==> src/rtl/dmux8_dispatch_ctrl.sv <==
// Round-robin dispatcher for the 8-way demux.
// Buffers one producer word, locks it onto the next enabled channel in rotation
// and holds sel/out_data stable until that channel's consumer takes it.
// Optional feature macro: DMUX8_DISPATCH_STATS_EN adds per-channel delivery counters
// readable through stat_sel/stat_count.
module dmux8_dispatch_ctrl #(
    parameter int unsigned WIDTH = 16
) (
    input  logic             clk,
    input  logic             reset,
    input  logic [WIDTH-1:0] in_data,
    input  logic             in_valid,
    output logic             in_ready,
    input  logic [7:0]       ch_enable,
    output logic [2:0]       sel,
    output logic [WIDTH-1:0] out_data,
    output logic [7:0]       out_valid,
    input  logic [7:0]       out_ready
`ifdef DMUX8_DISPATCH_STATS_EN
    ,
    input  logic [2:0]       stat_sel,
    output logic [15:0]      stat_count
`endif
);

    typedef enum logic [1:0] {StEmpty, StSeek, StSend} state_e;

    state_e           state_q, state_d;
    logic [2:0]       ptr_q, ptr_d;
    logic [2:0]       sel_q, sel_d;
    logic [WIDTH-1:0] data_q, data_d;

    logic [2:0] base;
    logic [2:0] next_tgt;
    logic       any_en;
    logic       hs;

    assign any_en = |ch_enable;
    // Only the locked channel's ready matters; other bits are ignored.
    assign hs     = out_ready[sel_q];

    // Rotating priority search. While sending, a retarget starts after the
    // channel just served, i.e. from the post-handshake pointer.
    always_comb begin
        base     = (state_q == StSend) ? sel_q + 3'd1 : ptr_q;
        next_tgt = base;
        // Walk downwards so the closest enabled channel to base wins.
        for (int k = 7; k >= 0; k--) begin
            if (ch_enable[base + 3'(k)]) begin
                next_tgt = base + 3'(k);
            end
        end
    end

    // Next-state and handshake outputs.
    always_comb begin
        state_d   = state_q;
        ptr_d     = ptr_q;
        sel_d     = sel_q;
        data_d    = data_q;
        in_ready  = 1'b0;
        out_valid = 8'h00;

        case (state_q)
            StEmpty: begin
                in_ready = 1'b1;
                if (in_valid) begin
                    data_d = in_data;
                    if (any_en) begin
                        sel_d   = next_tgt;
                        state_d = StSend;
                    end else begin
                        state_d = StSeek;
                    end
                end
            end
            StSeek: begin
                if (any_en) begin
                    sel_d   = next_tgt;
                    state_d = StSend;
                end
            end
            StSend: begin
                out_valid = 8'h01 << sel_q;
                in_ready  = hs;
                if (hs) begin
                    ptr_d = sel_q + 3'd1;
                    if (in_valid) begin
                        data_d = in_data;
                        if (any_en) begin
                            sel_d   = next_tgt;
                            state_d = StSend;
                        end else begin
                            state_d = StSeek;
                        end
                    end else begin
                        state_d = StEmpty;
                    end
                end
            end
            default: state_d = StEmpty;
        endcase

        // No transfer in either direction is advertised while in reset.
        if (reset) begin
            in_ready  = 1'b0;
            out_valid = 8'h00;
        end
    end

    // State register with synchronous reset; a held word is dropped.
    always_ff @(posedge clk) begin
        if (reset) begin
            state_q <= StEmpty;
            ptr_q   <= 3'd0;
            sel_q   <= 3'd0;
            data_q  <= '0;
        end else begin
            state_q <= state_d;
            ptr_q   <= ptr_d;
            sel_q   <= sel_d;
            data_q  <= data_d;
        end
    end

    assign sel      = sel_q;
    assign out_data = data_q;

`ifdef DMUX8_DISPATCH_STATS_EN
    logic [15:0] cnt_q [8];

    // Saturating per-channel delivery counters.
    always_ff @(posedge clk) begin
        if (reset) begin
            for (int k = 0; k < 8; k++) begin
                cnt_q[k] <= 16'h0000;
            end
        end else if (state_q == StSend && hs && cnt_q[sel_q] != 16'hFFFF) begin
            cnt_q[sel_q] <= cnt_q[sel_q] + 16'd1;
        end
    end

    assign stat_count = cnt_q[stat_sel];
`endif

endmodule
==> config.mk <==
export PLATFORM = sky130hd
export DESIGN_NAME = dmux8_dispatch_ctrl
export DESIGN_NICKNAME = d
export VERILOG_FILES = /design/src/rtl/dmux8_dispatch_ctrl.sv
export SDC_FILE = /design/constraint.sdc
export NUM_CORES = 1
export LEC_CHECK = 0
export CAP_MARGIN = 20
export CORE_AREA = 2 2 83 85
export DETAILED_ROUTE_END_ITERATION = 10
export DIE_AREA = 0 0 85 87
export SYNTH_ARGS = -nofsm -noshare
export SYNTH_HDL_FRONTEND = slang
export SYNTH_SLANG_ARGS = --single-unit
export TNS_END_PERCENT = 5
==> constraint.sdc <==
create_clock -name clk -period 4.2 [get_ports clk]
set_clock_uncertainty 0.05 [all_clocks]
set_input_delay 0.63 -clock clk [delete_from_list [all_inputs] [get_ports clk]]
set_output_delay 0.63 -clock clk [all_outputs]
set_load 0.02 [all_outputs]
Word level (Yosys, flattened, before mapping)
Cells that the tools add are included.

word-level totals
  output and inout port bits = 28
  bits in registers = 24

operators by class
  $lt $le $gt $ge = 9
  multiplexer cells = 44
  equality and inequality tests = 5
  shifts and indexed selects = 1
  add/subtract/negate cells = 8
  reductions and logical operators = 8

operator list
  cell                                                         count
  less-than comparator 3 x 4 -> 1 bit (second input constant)  9
  2-to-1 mux 3 bit                                             12
  2-to-1 mux 16 bit                                            2
  case mux 16 bit (2 select lines)                             1
  binary-select mux 1 bit (select 3 bit)                       9
  2-to-1 mux 8 bit                                             2
  adder 3 bit (second input constant)                          4
  2-to-1 mux 1 bit                                             10
  2-to-1 mux 2 bit                                             5
  case mux 3 bit (3 select lines)                              1
  OR reduction 8 bit                                           1
  left shift 1 x 3 -> 8 bit (first input constant)             1
  adder 3 x 1 -> 3 bit (second input constant)                 2
  adder 3 x 2 -> 3 bit (second input constant)                 2
  != test 2 bit (second input constant)                        3
  case mux 2 bit (3 select lines)                              1
  AND reduction 2 bit                                          3
  AND reduction 3 bit                                          1
  nonzero test 3 bit                                           1
  == test 2 x 1 -> 1 bit (second input constant)               1
  == test 2 bit (second input constant)                        1
  zero test 2 bit                                              1
  case mux 1 bit (2 select lines)                              1
  nonzero test 2 bit                                           1

Depth between registers and ports, before layout
Gate-level depths: netlist of the first run.

  depth in word-level cells = 17
  depth in mapped cells = 17

Least setup slack after synthesis of the first run
No wires, ideal clock.

  path type = reg2reg
  from = register sel_q[0], in the netlist sel[0]
  to = register sel_q[0], in the netlist sel[0]
  setup slack = 0.396 ns
  setup time = 0.079 ns
  data arrival time = 3.675 ns
  clock period less this slack = 3.804 ns
  path buffers = 2
  stages on the path, launching flop included = 17
  cell sequence = dfxtp_1 -> inv_1 -> ha_1 -> nand2_1 -> nand2_1 -> inv_1 -> buf_1 -> ha_1 -> inv_1 -> a211oi_1 -> or2_0 -> clkbuf_1 -> mux2i_1 -> mux2i_1 -> o31a_1 -> a211o_1 -> a211oi_2

between the ends
  longest elaborated chain between the ends = 17

ends and longest elaborated chain
  element                                 line        text
  from (decl)                             30          logic [2:0] sel_q, sel_d;
  from (signal assigned)                  121         sel_q <= sel_d;
  adder 3 x 1 -> 3 bit                    45          base = (state_q == StSend) ? sel_q + 3'd1 : ptr_q;
  2-to-1 mux 3 bit                        45
  adder 3 bit                             49, 50
  binary-select mux 1 bit (select 3 bit)  49          if (ch_enable[base + 3'(k)]) begin
  2-to-1 mux 1 bit (not written as such)  49
  2-to-1 mux 3 bit (8 in series)          49
  2-to-1 mux 3 bit                        69, 78, 90
  2-to-1 mux 3 bit                        88          if (in_valid) begin
  2-to-1 mux 3 bit                        86          if (hs) begin
  case mux 3 bit (3 select lines)         64          case (state_q)

Parallel ways exist; a longest one is shown, timed or not. The select of a mux whose other input is x is not followed.
A chain may end at the register's enable or synchronous reset.

Worst setup path in the final report of the first run
  from = register state_q[0]
  to = register sel_q[0], in the netlist sel[0]

between the ends
  longest elaborated chain between the ends = 17

ends and longest elaborated chain
  element                                 line        text
  from (decl)                             28          state_e state_q, state_d;
  from (signal assigned)                  114         state_q <= StEmpty;
  from (signal assigned)                  119         state_q <= state_d;
  == test 2 bit                           45, 64
  2-to-1 mux 3 bit                        45
  adder 3 bit                             49, 50
  binary-select mux 1 bit (select 3 bit)  49
  2-to-1 mux 1 bit (not written as such)  49
  2-to-1 mux 3 bit (8 in series)          49
  2-to-1 mux 3 bit                        69, 78, 90
  2-to-1 mux 3 bit                        88
  2-to-1 mux 3 bit                        86
  case mux 3 bit (3 select lines)         64

Parallel ways exist; a longest one is shown, timed or not. The select of a mux whose other input is x is not followed.

==> results of run 1 <==
-- cell type report --
| cell class | count | area (sq um) |
|---|---|---|
| clock buffer | 3 | 41.29 |
| clock inverter | 1 | 30.03 |
| fill | 643 | 3591 |
| inverter | 16 | 62.56 |
| multi-input combinational | 206 | 1575 |
| sequential | 24 | 480.5 |
| tap | 80 | 100.1 |
| timing repair buffer | 71 | 688.2 |
-- layer usage --
layer	share of wire, %	GRT usage (%)
met4	0.48	2.742
met5	0	0
met1	46	22.26
met3	2.6	1.043
met2	51	26.99
-- sequential cells by signal (all words and copies together), names as in the netlist --
| signal | count |
|---|---|
| state_q | 2 |
| sel | 3 |
| ptr_q | 3 |
| out_data | 16 |
-- worst reg2reg max path: cells and delay by family (launching register included) --
kind                     cells  cell delay, ns
AO/OA/AOI/OAI                4            1.00
adder cells (fa/ha/maj)      1            0.22
buffers and inverters        2            0.17
flip-flops                   1            0.58
multiplexers                 2            0.38
AND/OR/NAND/NOR              4            0.84
-- Yosys cell counts (2+ instances only) --
cell and instances:
sky130_fd_sc_hd__mux2i_1 32, sky130_fd_sc_hd__a211oi_1 5, sky130_fd_sc_hd__mux2_2 2, sky130_fd_sc_hd__nand3_1 4, sky130_fd_sc_hd__a21o_1 2, sky130_fd_sc_hd__o221ai_1 2
sky130_fd_sc_hd__a21boi_1 2, sky130_fd_sc_hd__mux4_2 4, sky130_fd_sc_hd__nand3b_1 2, sky130_fd_sc_hd__a22oi_1 2, sky130_fd_sc_hd__a31oi_1 3, sky130_fd_sc_hd__o21ai_0 9
sky130_fd_sc_hd__dfxtp_1 24, sky130_fd_sc_hd__nor2_1 28, sky130_fd_sc_hd__a21oi_1 11, sky130_fd_sc_hd__nand2_1 19, sky130_fd_sc_hd__o211a_1 3, sky130_fd_sc_hd__clkbuf_1 4
sky130_fd_sc_hd__nor3_1 3, sky130_fd_sc_hd__o21ai_1 2, sky130_fd_sc_hd__ha_1 8, sky130_fd_sc_hd__xnor2_1 3, sky130_fd_sc_hd__and2_1 9, sky130_fd_sc_hd__buf_2 4
sky130_fd_sc_hd__buf_6 3, sky130_fd_sc_hd__and3_1 3, sky130_fd_sc_hd__a21boi_2 2, sky130_fd_sc_hd__o211ai_1 16, sky130_fd_sc_hd__inv_1 15, sky130_fd_sc_hd__nor2b_1 2
sky130_fd_sc_hd__or4_1 2
-- layout by cell type, fill, tap and decap left out, types with 4 or more instances in the layout --
| master | instances |
|---|---|
| sky130_fd_sc_hd__o211ai_1 | 16 |
| sky130_fd_sc_hd__nand2_1 | 19 |
| sky130_fd_sc_hd__dfxtp_1 | 24 |
| sky130_fd_sc_hd__clkdlybuf4s50_1 | 62 |
| sky130_fd_sc_hd__a21oi_1 | 11 |
| sky130_fd_sc_hd__buf_4 | 9 |
| sky130_fd_sc_hd__inv_1 | 15 |
| sky130_fd_sc_hd__mux4_2 | 4 |
| sky130_fd_sc_hd__nand3_1 | 4 |
| sky130_fd_sc_hd__and2_1 | 9 |
| sky130_fd_sc_hd__nor2_1 | 28 |
| sky130_fd_sc_hd__ha_1 | 8 |
| sky130_fd_sc_hd__a211oi_1 | 5 |
| sky130_fd_sc_hd__o21ai_0 | 9 |
| sky130_fd_sc_hd__mux2i_1 | 32 |
-- through the flow --
step	util [%]	hold WS, ns	std cells	cell area [sq um]	total power, W
6_report	45.33	0.4506	401	2978	0.001609
5_1_grt	45.33	0.4783	401	2978	0.001734
4_1_cts	45.33	0.4628	401	2978	0.001612
3_5_place_dp	44.25	0.4360	397	2907	0.001398
3_3_place_gp	44.25	0.4215	397	2907	0.001397
2_1_floorplan	-	0.4300	260	2212	0.001094
-- final timing paths --
path	slack, ns	startpoint	depth (start not counted)	to
hold / removal	0.45	out_data[11]	2	out_data[11]
setup reg to reg	0.90	state_q[0]	13	sel[0]
hold reg to reg	0.45	out_data[11]	2	out_data[11]
setup / recovery	0.90	state_q[0]	13	sel[0]
-- power by group through the flow --
stage / Combinational [W] / Clock (W) / Sequential, W
final: 0.00111 / 0.000207 / 0.000292
after global routing: 0.00121 / 0.000223 / 0.000297
after CTS: 0.00110 / 0.000215 / 0.000293
after detailed placement: 0.00110 / 0 / 0.000298
after global placement: 0.00110 / 0 / 0.000298
after floorplan: 0.000760 / 0 / 0.000335
-- kinds of logic (layout without fill, tap and decap cells) --
| logic type | after synthesis | count (layout) | share of synthesized area (%) |
|---|---|---|---|
| buffers and inverters | 30 | 91 | 7.070 |
| AO/OA/AOI/OAI | 72 | 72 | 24.83 |
| flip-flops | 24 | 24 | 21.72 |
| multiplexers | 40 | 40 | 21.44 |
| adder cells (fa/ha/maj) | 8 | 8 | 4.525 |
| XOR/XNOR | 4 | 4 | 1.584 |
| AND/OR/NAND/NOR | 82 | 82 | 18.83 |
==> reports/metrics.yaml, run 1 <==
outcome: "finished clean"
worstPathRequired_ns: 4.35
largest_cells_by_area_after_synthesis: "sky130_fd_sc_hd__dfxtp_1, sky130_fd_sc_hd__mux2i_1, sky130_fd_sc_hd__o211ai_1"
p_seq_share_pct: 18.2
period_minus_slack_ns: 3.300
clock_sink_count: 24
drcViolationCount: 0
yosys_most_used_dff: "sky130_fd_sc_hd__dfxtp_1"
clkPwrFrac_pct: 12.9
antenna_found_initial: 0
crit_path_top_delay_cell: "sky130_fd_sc_hd__dfxtp_1"
dpl_worst_slack_ns: 0.9177
p_sw_share_pct: 44.65
synth_top_cell_area_share_pct: 21.72
final_max_slew_viol_count: 0
comb_power_share_pct: 69.0
insertion_delay_ns: 0.27
area_growth_pct: 34.62
route.vias.total: 2136
setup_viol: 0
timing.setup.critical_path_class: "reg -> reg"
highest_clock_rate_ghz: 0.3031
postLayoutSetupSlackWorst_ns: 0.9004
rsz0062_at_grt: "no"
die_extent_in_x_um: 85
finalCritPeriodShare_pct: 78.56
worstSetupStartpointType: "flop"
starting_density_pct: 33.68
diodes_inserted: 0
worst_hold_path_type: "reg -> reg"
global_route_wire_length_before_repair_mm: 9.784
clock_tree.root_cell: "sky130_fd_sc_hd__clkbuf_8"
cts_max_level: 1
drive_above_1_share_pct: 10.28
final_net_count: 365
cts_tree: "done"
post-dp-hpwl_mm: 4.755
die_y_um: 87
slew_headroom_pct: 36.43
route.detailed.vias_per_inst: 5.327
switchingPower_w: 0.0007186
worstPathCellList: "nand2b_1 > nand2_1 > nand2_1 > inv_1 > ha_1 > inv_1 > o211a_1 > or2_0 > mux2i_1 > mux2i_1 > o31a_1 > a211o_1 > a211oi_2"
cap_viol_max_count: 0
core_sq_um: 6569
mappedNetlistArea_sq_um: 2212
fp-row-count: 30
leakage_dissipation_nw: 1.228
groute.usage.overall_pct: 15.80
final_antenna_net_count: 0
tritoncts_buffer_count: 3
syn_nets: 303
totalWireLength_mm: 6.039
tightest_slew_ns: 0.9535
wire_per_inst_um: 15.06
yosys_register_bits: 24
timing.final.hold_violations: 0
cts.hold.buffers_added: 0
floorplan.io_pins: 63
critPathMaxStageDelay_ns: 0.58
yosys.area.top_type: "sky130_fd_sc_hd__dfxtp_1"
buffer_ports.inserted: 62
timing.critical_path.buf_inv: 2
grt_remaining_overflow: 0
clock_path_buffers: 2
totalNegativeSetupSlack_ns: 0
worst_ep_arrival_time_ns: 3.45
cts.repair_timing.setup_buffer_count: 0
ctsResizeCount: 0
power_density_over_cell_area_nw_per_um2: 540.4
drt_pass1_iterations: 4
number_of_enable_flip_flop_cells_after_synthesis: 0
internal-power_w: 0.0008907
number_of_violations_reported_at_the_end_of_detailed_routing_iteration_0: 133
worstSetupEndpointType: "flop"
synth_cells: 260
async_reset_ff_share_pct: 0
grt_max_degree: 27
seq_area_frac_synth_pct: 21.72
synth_area_per_cell_sq_um: 8.508
peakVddDrop_mv: 0.2424
clkTransAtPathRegs_ns: 0.09
worst_path_dominant_cell_family: "compound AO/OA/AOI/OAI gates"
synth_cell_types: 61
gp_congestion: 0.8843
yosys_warnings: 0
worst-path-max-fanout: 13
grt_pass1_vias: 1987
design.die.area_sq_um: 7395
(Power assumes the default switching activity.)
==> run 2: changes to the inputs <==
- clock period: 4.2 -> 3.2 ns (I/O delays scaled with it)
==> run 2 against run 1 <==
  * Hold slack worse by 0.0044 ns
  * Global-route usage is 0.74 points higher
  * Register-to-register slack got worse by 0.69 ns
  * Sequential share of layout area is 0.33 points lower
  * Count of clock-buffer cells in the layout is 1 higher
  * Critical path depth decreased by 7
  * Die area stayed put
  * Largest cell class unchanged
==> reports/metrics.yaml, run 2 (synthesized netlist as in run 1, its figures left out) <==
outcome: "finished clean"
worstPathRequired_ns: 2.67
slew_headroom_pct: 60.46
tightest_slew_ns: 0.5892
tritoncts_buffer_count: 3
commonest_non_fill_non_tap_cells_in_the_layout: "sky130_fd_sc_hd__clkdlybuf4s50_1, sky130_fd_sc_hd__mux2i_1, sky130_fd_sc_hd__nor2_1"
highest_clock_rate_ghz: 0.3330
final_antenna_net_count: 0
post-dp-hpwl_mm: 5.143
clock_tree.root_cell: "sky130_fd_sc_hd__clkbuf_8"
rsz0062_at_grt: "no"
worst-r2r-cell-count: 11
cts_max_level: 1
cts.hold.buffers_added: 0
cap_viol_max_count: 0
cts_tree: "done"
worstHoldStart: "out_data[0]"
largest_register_ffs: 16
design.die.area_sq_um: 7395
clkTransAtPathRegs_ns: 0.08
hold_slack_ns: 0.4462
internal-power_w: 0.001183
gp_congestion: 0.9310
reg2reg_setup_slack_ns: 0.21
power_density_over_cell_area_nw_per_um2: 699.7
crit_path_top_delay_cell: "sky130_fd_sc_hd__clkdlybuf4s50_1"
worst-path-max-fanout: 3
critPathMaxStageDelay_ns: 0.56
placement.cell_area_sq_um: 2997
finalCritPeriodShare_pct: 93.85
starting_density_pct: 33.68
route.vias.total: 2178
critical_path.reg2reg.endpoint: "sel[0]"
clkPwrFrac_pct: 9.6
final_net_count: 377
route.detailed.vias_per_inst: 5.274
worstSetupEndpointType: "output port"
setup_viol: 0
period_minus_slack_ns: 3.003
cp_common_cell: "sky130_fd_sc_hd__clkdlybuf4s50_1"
peakVddDrop_mv: 0.2796
switchingPower_w: 0.0009777
area_growth_pct: 39.59
totalWireLength_mm: 6.278
clock_sink_count: 24
antenna_found_initial: 0
dpl_worst_slack_ns: 0.1203
timing.critical_path.buf_inv: 2
p_seq_share_pct: 17.9
wire_per_inst_um: 15.20
fp-row-count: 30
totalNegativeSetupSlack_ns: 0
whs_endpoint: "out_data[0]"
worst_hold_path.num_cells: 2
number_of_violations_reported_at_the_end_of_detailed_routing_iteration_0: 90
insertion_delay_ns: 0.26
worst_ep_arrival_time_ns: 2.47
drcViolationCount: 0
grt_pass1_vias: 2094
core_sq_um: 6569
worst_r2r_startpoint: "sel[0]"
diodes_inserted: 0
final_max_slew_viol_count: 0
worstPathCellList: "clkdlybuf4s50_1 > mux4_2 > mux2i_1 > a21oi_1 > nor2b_1 > clkdlybuf4s50_1"
timing.setup.critical_path_class: "in -> out"
grt_remaining_overflow: 0
worst_path_dominant_cell_family: "buffers and inverters"
layout.cell_area.non_filler_sq_um: 3088
postLayoutSetupSlackWorst_ns: 0.1967
drive_above_1_share_pct: 15.62
floorplan.io_pins: 63
buffer_ports.inserted: 62
p_sw_share_pct: 45.25
comb_power_share_pct: 72.5
worstSetupStartpointType: "input pin"
global_route_wire_length_before_repair_mm: 10.11
timing.final.hold_violations: 0
layout.cells.most_common: "sky130_fd_sc_hd__clkdlybuf4s50_1"
leakage_dissipation_nw: 1.288
finished_core_util_pct: 47.01
die_extent_in_x_um: 85
fillers: 626
groute.usage.overall_pct: 16.54
grt_max_degree: 27
die_y_um: 87
drt_pass1_iterations: 4
worst_hold_path_type: "reg -> reg"
clock_path_buffers: 2
[run 2: tightest hold or removal path, delay by kind of cell (launching register included)]
kind | cells | cell delay [ns]
muxes | 1 | 0.06
and+or+nand+nor | 1 | 0.07
DFF | 1 | 0.33
[run 2: layout make-up]
| class | instances | area, sq um | share of cell area (%) |
|---|---|---|---|
| repair buffers | 83 | 778.2 | 25.20 |
| multi-input cells | 206 | 1604 | 51.94 |
| flip-flops and latches | 24 | 488.0 | 15.80 |
| inverters | 16 | 62.56 | 2.026 |
| clock buffers | 4 | 55.05 | 1.783 |
| well taps | 80 | 100.1 | 3.241 |
[run 2: what timing repair did]
item,CTS,global route
resized for setup,0,4
endpoints found under the setup margin,0,2
setup buffers,0,2
[run 2: worst max-delay path by stage]
| stage | from | to | slack [ns] | depth (start not counted) |
|---|---|---|---|---|
| global placement | ch_enable[6] | sel[1] | 0.20 | 8 |
| finish | out_ready[0] | in_ready | 0.20 | 6 |
| global route | sel[0] | sel[0] | 0.004 | 11 |
| CTS | sel[1] | sel[0] | 0.09 | 14 |
| floorplan | sel[0] | sel[0] | 0.02 | 16 |
| detailed placement | sel[1] | sel[0] | 0.12 | 14 |
[run 2: power by group through the flow]
stage | sequential, W | combinational (W) | clock (W)
after floorplan | 0.000446 | 0.00101 | 0
final | 0.000387 | 0.00157 | 0.000208
after global routing | 0.000393 | 0.00171 | 0.000224
after CTS | 0.000393 | 0.00150 | 0.000215
after global placement | 0.000397 | 0.00148 | 0
after detailed placement | 0.000400 | 0.00150 | 0
[run 2: stage by stage]
| stage | power (W) | cells |
|---|---|---|
| 2_1_floorplan | 0.001457 | 260 |
| 3_3_place_gp | 0.001877 | 407 |
| 3_5_place_dp | 0.001898 | 407 |
| 4_1_cts | 0.002112 | 411 |
| 5_1_grt | 0.002324 | 413 |
| 6_report | 0.002161 | 413 |
[run 2: per-layer routing]
metal | share of wire, % | wire, um | up-vias | track usage, %
met4 | 0.86 | 54 | 0 | 3.030
met1 | 46 | 2916 | 1021 | 23.57
li1 | - | - | 1095 | -
met2 | 49 | 3056 | 58 | 27.63
met3 | 4.0 | 250 | 4 | 1.327
met5 | 0 | 0 | - | 0
